===== config.mk =====
export PLATFORM = sky130hd
export DESIGN_NAME = fetch_queue
export DESIGN_NICKNAME = d
export VERILOG_FILES = /design/src/rtl/fetch_pkg.sv /design/src/rtl/fetch_fifo.sv /design/src/rtl/fetch_queue.sv
export SDC_FILE = /design/constraint.sdc
export NUM_CORES = 1
export LEC_CHECK = 0
export BUFFER_PORTS_ARGS = -buffer_cell sky130_fd_sc_hd__buf_2
export CORE_ASPECT_RATIO = 0.7
export CORE_MARGIN = 1.5
export CORE_UTILIZATION = 45
export DETAILED_ROUTE_END_ITERATION = 8
export MAX_ROUTING_LAYER = met4
export PLACE_DENSITY = 0.74
export REMOVE_ABC_BUFFERS = 1
export SKIP_CTS_REPAIR_TIMING = 1
export SLEW_MARGIN = 30
export SYNTH_ARGS = -nofsm -noshare
export SYNTH_HDL_FRONTEND = slang
export SYNTH_SLANG_ARGS = --single-unit
export TNS_END_PERCENT = 20

===== constraint.sdc =====
create_clock -name clk -period 2.9 [get_ports clk]
set_input_delay 0.58 -clock clk [delete_from_list [all_inputs] [get_ports clk]]
set_output_delay 0.58 -clock clk [all_outputs]
set_load 0.05 [all_outputs]

===== src/rtl/fetch_pkg.sv =====
// Shared types and constants for the instruction-fetch front end.
package fetch_pkg;

   localparam int FQ_PC_W  = 9;
   localparam int FQ_INS_W = 32;
   localparam int PC_STEP  = 4;

   // Queue entry layout; the FIFO stores it flattened as {pc, instr}.
   typedef struct packed {
      logic [FQ_PC_W-1:0]  pc;
      logic [FQ_INS_W-1:0] instr;
   } fq_entry_t;

endpackage


===== src/rtl/fetch_fifo.sv =====
// Circular prefetch buffer with flush; head entry is held in a register
// so the output stays stable and resets to zero.
module fetch_fifo
   import fetch_pkg::*;
#(
   parameter int DEPTH = 4,
   parameter int W     = FQ_PC_W + FQ_INS_W,
   localparam int AW   = $clog2(DEPTH),
   localparam int CW   = $clog2(DEPTH + 1)
) (
   input  logic          clk,
   input  logic          reset,
   input  logic          flush,
   input  logic          wr_en,
   input  logic [W-1:0]  wr_data,
   input  logic          rd_en,
   output logic [W-1:0]  rd_data,
   output logic [CW-1:0] count
);

   logic [W-1:0]  mem [DEPTH];
   logic [AW-1:0] wr_ptr_reg;
   logic [AW-1:0] rd_ptr_reg;
   logic [CW-1:0] count_reg;
   logic [W-1:0]  data_reg;

   logic [AW-1:0] rd_ptr_next;
   logic [CW-1:0] after_deq;
   logic [CW-1:0] count_next;

   always_comb begin
      rd_ptr_next = rd_ptr_reg + AW'(rd_en);
      after_deq   = count_reg - CW'(rd_en);
      count_next  = after_deq + CW'(wr_en);
   end

   always_ff @(posedge clk) begin
      if (reset && !flush && wr_en)
         mem[wr_ptr_reg] <= wr_data;
   end

   always_ff @(posedge clk) begin
      if (!reset) begin
         wr_ptr_reg <= '0;
         rd_ptr_reg <= '0;
         count_reg  <= '0;
         data_reg   <= '0;
      end else if (flush) begin
         wr_ptr_reg <= '0;
         rd_ptr_reg <= '0;
         count_reg  <= '0;
      end else begin
         if (wr_en)
            wr_ptr_reg <= wr_ptr_reg + AW'(1);
         rd_ptr_reg <= rd_ptr_next;
         count_reg  <= count_next;
         // Forward the incoming word when it becomes the new head of an empty queue.
         if (after_deq == '0 && wr_en)
            data_reg <= wr_data;
         else if (after_deq != '0)
            data_reg <= mem[rd_ptr_next];
      end
   end

   always_ff @(posedge clk) begin
      if (reset && !flush && wr_en)
         assert (count_reg < CW'(DEPTH));
   end

   assign rd_data = data_reg;
   assign count   = count_reg;

endmodule


===== src/rtl/fetch_queue.sv =====
// Decoupled fetch front end: owns the fetch PC, issues imem reads only when
// queue space is reserved, and kills in-flight data on redirect.
module fetch_queue
   import fetch_pkg::*;
#(
   parameter int              PC_W     = FQ_PC_W,
   parameter int              INS_W    = FQ_INS_W,
   parameter int              DEPTH    = 4,
   parameter logic [PC_W-1:0] RESET_PC = '0,
   localparam int             CW       = $clog2(DEPTH + 1)
) (
   input  logic             clk,
   input  logic             reset,
   output logic             imem_req,
   output logic [PC_W-1:0]  imem_addr,
   input  logic [INS_W-1:0] imem_rdata,
   input  logic             redirect,
   input  logic [PC_W-1:0]  redirect_pc,
   input  logic             deq_ready,
   output logic             out_valid,
   output logic [PC_W-1:0]  out_pc,
   output logic [INS_W-1:0] out_instr,
   output logic [CW-1:0]    count
);

   logic [PC_W-1:0]       fetch_pc_reg;
   logic [PC_W-1:0]       req_pc_reg;
   logic                  inflight_reg;
   logic [CW:0]           pending;
   logic                  deq;
   logic [PC_W+INS_W-1:0] head;

   // Counting the in-flight word as occupied is what makes overflow impossible.
   always_comb begin
      pending   = {1'b0, count} + (CW+1)'(inflight_reg);
      imem_req  = reset & ~redirect & (pending < (CW+1)'(DEPTH));
      imem_addr = fetch_pc_reg;
      out_valid = (count != '0);
      deq       = out_valid & deq_ready & ~redirect;
      out_pc    = head[INS_W +: PC_W];
      out_instr = head[INS_W-1:0];
   end

   always_ff @(posedge clk) begin
      if (!reset) begin
         fetch_pc_reg <= RESET_PC;
         req_pc_reg   <= '0;
         inflight_reg <= 1'b0;
      end else begin
         inflight_reg <= imem_req;
         req_pc_reg   <= fetch_pc_reg;
         if (redirect)
            fetch_pc_reg <= redirect_pc;
         else if (imem_req)
            fetch_pc_reg <= fetch_pc_reg + PC_W'(PC_STEP);
      end
   end

   fetch_fifo #(
      .DEPTH (DEPTH),
      .W     (PC_W + INS_W)
   ) u_fifo (
      .clk     (clk),
      .reset   (reset),
      .flush   (redirect),
      .wr_en   (inflight_reg),
      .wr_data ({req_pc_reg, imem_rdata}),
      .rd_en   (deq),
      .rd_data (head),
      .count   (count)
   );

endmodule

==> out/metrics.yaml <==
overflow: 0
fin_hold_ws_ps: 317
die_h_um: 119
status: "finished, final reports clean"
period_share_pct: 87.3
r2r_start: "u_fifo.count[2]$_SDFF_PP0_"
clk_pin_slew_ps: 60
critPathArrivalTime_ps: 2960
path_common_cell: "ha_1"
dieArea_um2: 20000
critical_path_class: "reg2reg"
crit_slowest_cell: "a31o_2"
cts_root_buffer: "clkbuf_16"
rsz0062_at_grt: "no"
filler_cell_count: 1497
cts_tree: "yes"
via_per_inst: 5.66
required_ps: 3320
synth.cell_area_um2: 8620
wl_per_cell_um: 20.7
yosysWarnings: 0
setup.worst_path.end: "u_fifo.rd_data[26]$_SDFFE_PN0P_"
initial_core_util_pct: 45.8
cts_max_level: 1
routed-via-count: 5091
report.final.slew_viol_count: 0
rr_worst_depth: 8
finalHoldViolations: 0
clock_path_buffers: 3
hold_path.class: "in2reg"
coreArea_um2: 18800
routed_wl_mm: 18.7
place.gp.congestion: 0.763
area_growth_pct: 18.5
io_pins: 100
synth_seq_cells: 231
path_cells: "inv_1 -> nand3_1 -> and3_1 -> ha_1 -> ha_1 -> a31o_2 -> o21ai_0 -> nor2_1"
io_buffers: 99
placed_cells: 860
finalSetupViolations: 0
die_w_um: 168
fin_setup_tns_ps: 0
cts-buffers-inserted: 21
nets: 696
insertion_delay_ps: 490
grt_pass1_vias: 5109
maxSlewHeadroom_pct: 49.3
ir_worst_vdd_uv: 565
track_usage_pct: 19.6
maxCapViolCount: 0
post-route-min-period_ps: 2530
drt_iter0_drc: 434
rrSetupSlack_ps: 370
ant_nets: 0
synth_top_area_cell: "edfxtp_1"
min_from: "imem_rdata[9]"
skew_ps: 6.86
antenna_found_initial: 3
dp_hpwl_mm: 11.2
grt_pass1_wl_mm: 28.9
endpoint_kind: "flip-flop"
dp_slack_ps: 284
netlist_instances: 530
critPathMaxStageDelay_ps: 680
cts_sinks: 231
postSynthAreaPerCell_um2: 16.3
power_density_nw_per_um2: 688
tightest_slew_ps: 760
power_leakage_nw: 3.68
crit_start: "u_fifo.count[2]$_SDFF_PP0_"
grt_max_degree: 55
setup.worst_path.start_class: "flip-flop"
final.setup.worst_slack_ps: 368
largest_reg_flops: 164
drtPass1Iterations: 5
final_cells: 900
drive_above_1_share_pct: 31.3
regMostFlops: "u_fifo.mem"
synth.area.top_cells: "edfxtp_1 (57%), dfxtp_1 (16%), mux4_2 (11%)"
yosys.area.top_type_share_pct: 57.1
yosysUniqueCellTypes: 35
drc: 0
multiInputGateArea_um2: 2220
crit_fanout: 32
max_freq_mhz: 395
rows: 42
ff_latch_area_um2: 6270
reg2reg_to: "u_fifo.rd_data[26]$_SDFFE_PN0P_"
ys_seq_area_share_pct: 72.7
-- through the flow --
stage	utilization [%]	instance area [um^2]	total power [mW]
2_1_floorplan	-	8490	4.16
5_1_grt	54.3	10200	7.25
3_3_place_gp	50.7	9540	4.37
4_1_cts	54.3	10200	7.07
3_5_place_dp	50.7	9540	4.39
6_report	54.3	10200	7.03
-- power breakdown --
part | total (mW) | internal (mW) | leakage [nW] | switching, mW
clock network | 2.72 | 1.55 | 0.334 | 1.17
logic | 0.648 | 0.186 | 1.28 | 0.462
registers | 3.67 | 3.61 | 2.07 | 0.0587
total | 7.03 | 5.34 | 3.68 | 1.69
-- critical path, delay by kind of cell (launching register included) --
kind | cells | cell delay [ps]
and+or+nand+nor | 3 | 500
buffers and inverters | 1 | 120
AOI/OAI and AO/OA | 2 | 930
DFF | 1 | 350
adders and majority gates | 2 | 550
-- cell usage after synthesis --
library cell	count
o221ai_1	1
buf_2	15
o21a_1	1
a41oi_1	1
nor2_1	39
dfxtp_1	67
inv_1	12
and2b_4	1
clkbuf_2	1
a41oi_2	1
xnor2_1	1
xor2_1	2
o311ai_0	2
a31o_2	1
or3_1	2
inv_2	1
nand2_1	28
nand3_2	1
mux2i_1	3
or4_1	2
o21ai_0	41
clkbuf_1	13
buf_4	1
and2_1	13
mux4_2	41
a31oi_1	14
a21oi_1	1
xnor2_2	1
a32oi_1	3
o21ai_1	1
nand3_1	7
o22ai_1	31
and3_1	7
edfxtp_1	164
ha_1	10
-- routing by layer --
metal / GRT usage [%] / share of wire (%) / up-vias
met5: - / 0 / -
met4: 3.96 / 1.5 / 0
met3: 3.76 / 6.8 / 22
met2: 30.3 / 47 / 179
met1: 27.4 / 45 / 2599
li1: - / - / 2291
-- cells in the final DEF, fill, tap and decap left out, types with 2 or more instances in the layout --
cell type  instances
a31oi_1           14
a32oi_1            3
and2_1            13
and3_1             3
and3_2             4
buf_12             5
buf_2             99
buf_4             14
clkbuf_1           3
clkbuf_16         21
clkbuf_8           5
clkinv_2           5
dfxtp_1           67
diode_2            3
edfxtp_1         164
ha_1               9
inv_1             12
mux2i_1            3
mux4_2            41
nand2_1           28
nand3_1            6
nand3_2            2
nor2_1            39
o21ai_0           41
o22ai_1           31
o311ai_0           2
or3_1              2
or4_1              2
-- final cells by class --
cell class              count  area share (%)
diodes                      3          0.0734
clock buffers              29            5.92
clock inverters             8           0.649
inverters                  13           0.477
multi-input cells         256            21.8
flip-flops and latches    231            61.3
well taps                 242            2.96
repair buffers            118            6.86
-- worst min path at each step --
stage | endpoint | slack (ps) | cells after the start
floorplan | u_fifo.mem[0][34]$_DFFE_PP_ | 460 | 0
global placement | u_fifo.rd_data[17]$_SDFFE_PN0P_ | 460 | 2
detailed placement | u_fifo.rd_data[17]$_SDFFE_PN0P_ | 470 | 2
CTS | u_fifo.mem[2][14]$_DFFE_PP_ | 300 | 1
global route | u_fifo.mem[3][13]$_DFFE_PP_ | 310 | 1
finish | u_fifo.mem[2][9]$_DFFE_PP_ | 320 | 1
-- cell families (layout without fill, tap and decap cells) --
logic type	after synthesis	count (layout)	share of synthesized area [%]
other cells	0	3	0
mux	44	44	11.1
buf+inv	43	168	2.15
compound gates	98	98	6.85
fa+ha+maj	10	10	1.45
flops	231	231	72.7
xor+xnor	4	4	0.494
simple gates	100	100	5.33
No activity file was read; power rests on OpenSTA's default activity.
